File: config.mk
export PLATFORM = sky130hd
export DESIGN_NAME = inst_fetch_ctrl
export DESIGN_NICKNAME = d
export VERILOG_FILES = /design/src/rtl/cpu_defs_pkg.sv /design/src/rtl/fetch_timeout_cnt.sv /design/src/rtl/inst_fetch_ctrl.sv
export SDC_FILE = /design/constraint.sdc
export NUM_CORES = 1
export LEC_CHECK = 0
export BUFFER_PORTS_ARGS = -buffer_cell sky130_fd_sc_hd__buf_2
export CORE_MARGIN = 10
export CORE_UTILIZATION = 38
export DETAILED_ROUTE_END_ITERATION = 12
export PLACE_DENSITY = 0.71
export SYNTH_ARGS = -nofsm -noshare
export SYNTH_HDL_FRONTEND = slang
export SYNTH_SLANG_ARGS = --single-unit
export TNS_END_PERCENT = 30
File: constraint.sdc
create_clock -name clk -period 2.8 [get_ports clk]
set_clock_uncertainty 0.15 [all_clocks]
set_input_delay 0.56 -clock clk [delete_from_list [all_inputs] [get_ports clk]]
set_output_delay 0.56 -clock clk [all_outputs]
set_load 0.01 [all_outputs]
File: src/rtl/cpu_defs_pkg.sv
// Shared CPU definitions: fetch controller state encoding, fault codes and word width.
package cpu_defs_pkg;

    localparam int WORD_W = 32;

    typedef enum logic [2:0] {
        IDLE = 3'd0,
        REQ  = 3'd1,
        WAIT = 3'd2,
        DONE = 3'd3,
        ERR  = 3'd4
    } fetch_state_t;

    typedef enum logic [1:0] {
        FC_NONE     = 2'b00,
        FC_MISALIGN = 2'b01,
        FC_TIMEOUT  = 2'b10
    } fault_code_t;

endpackage

File: src/rtl/fetch_timeout_cnt.sv
// Saturating up-counter with clear and enable; tc flags that the count has reached TIMEOUT-1.
module fetch_timeout_cnt #(
    parameter int CNT_W   = 8,
    parameter int TIMEOUT = 16
) (
    input  logic clk,
    input  logic rst_n,
    input  logic clr,
    input  logic en,
    output logic tc
);

    logic [CNT_W-1:0] count;

    // NOTE: sequential state is updated with non-blocking assignments so every
    // flop samples its inputs from before the edge, independent of block order.
    always_ff @(posedge clk or negedge rst_n) begin
        if (!rst_n) begin
            count <= '0;
        end else if (clr) begin
            count <= '0;
        end else if (en && (count != '1)) begin
            count <= count + CNT_W'(1);
        end
    end

    assign tc = (count >= CNT_W'(TIMEOUT - 1));

endmodule

File: src/rtl/inst_fetch_ctrl.sv
// Fetch-side controller: one word read per fetch request over req/ack, IR write strobe,
// misalignment and timeout fault reporting. All outputs come straight from flops.
module inst_fetch_ctrl
    import cpu_defs_pkg::*;
#(
    parameter int TIMEOUT = 16,
    parameter int CNT_W   = 8
) (
    input  logic              clk,
    input  logic              rst_n,
    input  logic              fetch,
    input  logic [WORD_W-1:0] pc,
    input  logic              flush,
    output logic              mem_req,
    output logic [WORD_W-1:0] mem_addr,
    input  logic              mem_ack,
    input  logic [WORD_W-1:0] mem_rdata,
    output logic              ir_wr,
    output logic [WORD_W-1:0] instr,
    output logic              busy,
    output logic              fault,
    output logic [1:0]        fault_code
);

    fetch_state_t state;
    fetch_state_t next_state;
    logic         accept;
    logic         aligned;
    logic         cnt_en;
    logic         timed_out;

    assign aligned = (pc[1:0] == 2'b00);
    assign accept  = (state == IDLE) && fetch && !flush;
    // Counter is zero during REQ and counts every cycle a request is outstanding.
    assign cnt_en  = (state == REQ) || (state == WAIT);

    fetch_timeout_cnt #(
        .CNT_W   (CNT_W),
        .TIMEOUT (TIMEOUT)
    ) u_timeout_cnt (
        .clk   (clk),
        .rst_n (rst_n),
        .clr   (!cnt_en),
        .en    (cnt_en),
        .tc    (timed_out)
    );

    always_ff @(posedge clk or negedge rst_n) begin
        if (!rst_n) begin
            state <= IDLE;
        end else begin
            state <= next_state;
        end
    end

    // NOTE: next_state gets its default before the case so no path leaves it
    // unassigned, which would otherwise infer a latch.
    always_comb begin
        next_state = state;
        case (state)
            IDLE: if (fetch) next_state = aligned ? REQ : ERR;
            REQ:  next_state = WAIT;
            WAIT: begin
                if (mem_ack) begin
                    next_state = DONE;
                end else if (timed_out) begin
                    next_state = ERR;
                end
            end
            DONE:    next_state = IDLE;
            ERR:     next_state = IDLE;
            default: next_state = IDLE;
        endcase
        if (flush) next_state = IDLE;
    end

    // Outputs are decoded from next_state into flops so they line up with the state register.
    always_ff @(posedge clk or negedge rst_n) begin
        if (!rst_n) begin
            mem_req    <= 1'b0;
            mem_addr   <= '0;
            ir_wr      <= 1'b0;
            instr      <= '0;
            busy       <= 1'b0;
            fault      <= 1'b0;
            fault_code <= FC_NONE;
        end else begin
            mem_req <= (next_state == REQ) || (next_state == WAIT);
            busy    <= (next_state != IDLE);
            ir_wr   <= (next_state == DONE);
            fault   <= (next_state == ERR);

            if (accept && aligned) begin
                mem_addr   <= pc;
                fault_code <= FC_NONE;
            end
            if (accept && !aligned) begin
                fault_code <= FC_MISALIGN;
            end
            // Ack wins over a same-cycle timeout; flush discards both.
            if ((state == WAIT) && !flush) begin
                if (mem_ack) begin
                    instr <= mem_rdata;
                end else if (timed_out) begin
                    fault_code <= FC_TIMEOUT;
                end
            end
        end
    end

endmodule

==> out/results.ini <==
[cells_and_area]
final_cell_mix = buf_2 (137), dfrtp_1 (81), mux2_4 (29)
drive_gt1_frac = 0.588
syn2layout_area_growth_pct = 29.3
final_common_cell = buf_2
diodes = 0
nets = 439

[cts]
post_cts_buffers = 0
clockRootBuffer = clkbuf_8
post_cts_resized = 0
cts.clk_slew.worst_paths_ns = 0.09
clockBufferDepth = 2
cts_hold_buf = 0
h-tree-depth = 3
clock_latency_ns = 0.35
cts_buffers = 9
cts_tree = yes
cts.sinks = 81

[timing]
finalSetupViolations = 0
max_freq_mhz = 481
period_share = 0.742
worst_pin_slew_ns = 0.586
final.setup.tns_ns = 0
hold_viol_final = 0
drv_slew = 0
rsz0062_at_grt = no
whs_ns = 0.0179
period_minus_slack_ns = 2.08
relSlewSlack = 0.599

[routing]
firstDrtPassIters = 4
vias = 2329
viasPerCell = 4.83
post_drt_wl_per_cell_um = 16.7
drt_iter0_markers = 124
drt_wl_total_mm = 8.05
final_antenna_net_count = 0
drc = 0

[yosys]
ys_async_sr_fraction = 1.00
netlist_area_um2 = 3410
ys_ff_latch = 81
synth.distinct_cells = 43
synthCells = 226
synth_warnings = 0
ys_seq_area_frac = 0.594
syn-num-nets = 296
synth_edf_count = 0
avgSynthCellArea_um2 = 15.1
ys.flop_type = dfrtp_1

[status]
status = completed

[pwr]
cellLeakagePower_nw = 2.27
p_per_area_nw_per_um2 = 694
irDropWorstVdd_v = 0.000264
power_mw = 3.06

[floorplanning]
core_area_um2 = 8720
boundaryPins = 139
rows = 34
start_util = 0.391
dieWidth_um = 115
die-area_um2 = 13200
fp.dieH_um = 115

[placement]
io_buffers = 138
dp_hpwl_mm = 6.14
gp_congestion = 0.784

[critical_path]
worstPathMaxFanout = 21
path_class = reg -> reg
critPathArrivalTime_ns = 2.16
end_kind = register
cp-start-kind = register
cp_data_required_time_ns = 2.88

[run]
max_cap_violations = 0

[global_routing]
grt_pass1_wl_mm = 12.4
track_usage = 0.117
gr-total-overflow = 0
grt_pass1_vias = 2388
grt_max_degree = 46
antenna_found_initial = 0

[worst_hold_path]
holdCritPathClass = in -> async

[logic make-up after synthesis]
kind of cell    share of synthesized area
mux                                 0.239
fa+ha+maj                         0.00367
buf+inv                            0.0323
xor+xnor                          0.00257
flops                               0.594
simple gates                       0.0851
compound gates                     0.0429
[Yosys cell counts, drive strengths merged (2+ instances only)]
cell,number,area share
clkbuf,2,0.0022
a21oi,6,0.0088
nor2,5,0.010
a2111oi,2,0.0070
a31oi,3,0.0055
dfrtp,81,0.59
inv,3,0.0033
nand2,6,0.0066
a211oi,3,0.0066
nor3,11,0.018
o21bai,3,0.0066
nand3,4,0.0073
nor3b,2,0.0044
nor2b,2,0.0037
nand4,2,0.0037
mux2,62,0.24
and2,2,0.0037
nand2b,2,0.0037
buf,8,0.027
nand3b,2,0.0044
[report_power, final]
part | switching, mW | total, mW | leakage [nW] | internal (mW)
sequential | 0.104 | 1.48 | 1.05 | 1.38
clock | 0.427 | 0.893 | 0.102 | 0.465
combinational | 0.310 | 0.685 | 1.12 | 0.375
[flip-flops by register name, summed over array words and instances (netlist names)]
signal	flops
instr	32
mem_addr	32
u_timeout_cnt.count	8
state	3
fault_code	2
busy	1
fault	1
ir_wr	1
mem_req	1
[through the flow]
stage               cell area, µm²  setup slack, ns   util  instances
detailed placement            4200            0.579  0.481        466
finish                        4410            0.722  0.506        482
floorplan                     3410            0.953      -        226
global route                  4410            0.623  0.506        482
global placement              4200            0.604  0.481        466
CTS                           4410            0.706  0.506        482
[critical path, stage by stage (launching register included)]
cell and delay, ns:
dfrtp_1 0.48, or3_4 0.47, nor2_8 0.28, buf_12 0.23, mux2_2 0.35
[per-layer routing]
layer  vias to the layer above  wire length (µm)  track usage
li1                       1103                 -            -
met1                      1127              3470        0.148
met2                        90              3800        0.182
met3                         9               691       0.0385
met4                         0               100       0.0479
met5                         -                 0            0
[path summary, 6_finish.rpt]
path | slack, ns | cells past startpoint | start | to
setup / recovery | 0.72 | 4 | state[0] | instr[14]
hold / removal | 0.02 | 1 | rst_n | mem_addr[1]
setup reg to reg | 0.72 | 4 | state[0] | instr[14]
hold reg to reg | 0.33 | 1 | fault_code[1] | fault_code[1]
max in group asynchronous | 1.88 | 2 | rst_n | instr[11]
min in group clk | 0.27 | 2 | pc[7] | mem_addr[7]
[layout make-up]
| type | instances | area, µm² |
|---|---|---|
| Sequential cell | 81 | 2030 |
| Multi-Input combinational cell | 132 | 1270 |
| Tap cell | 108 | 135 |
| Inverter | 3 | 11.3 |
| Fill cell | 759 | 4310 |
| Timing Repair Buffer | 142 | 748 |
| Clock buffer | 11 | 151 |
| Clock inverter | 5 | 62.6 |
(Power assumes the default switching activity.)
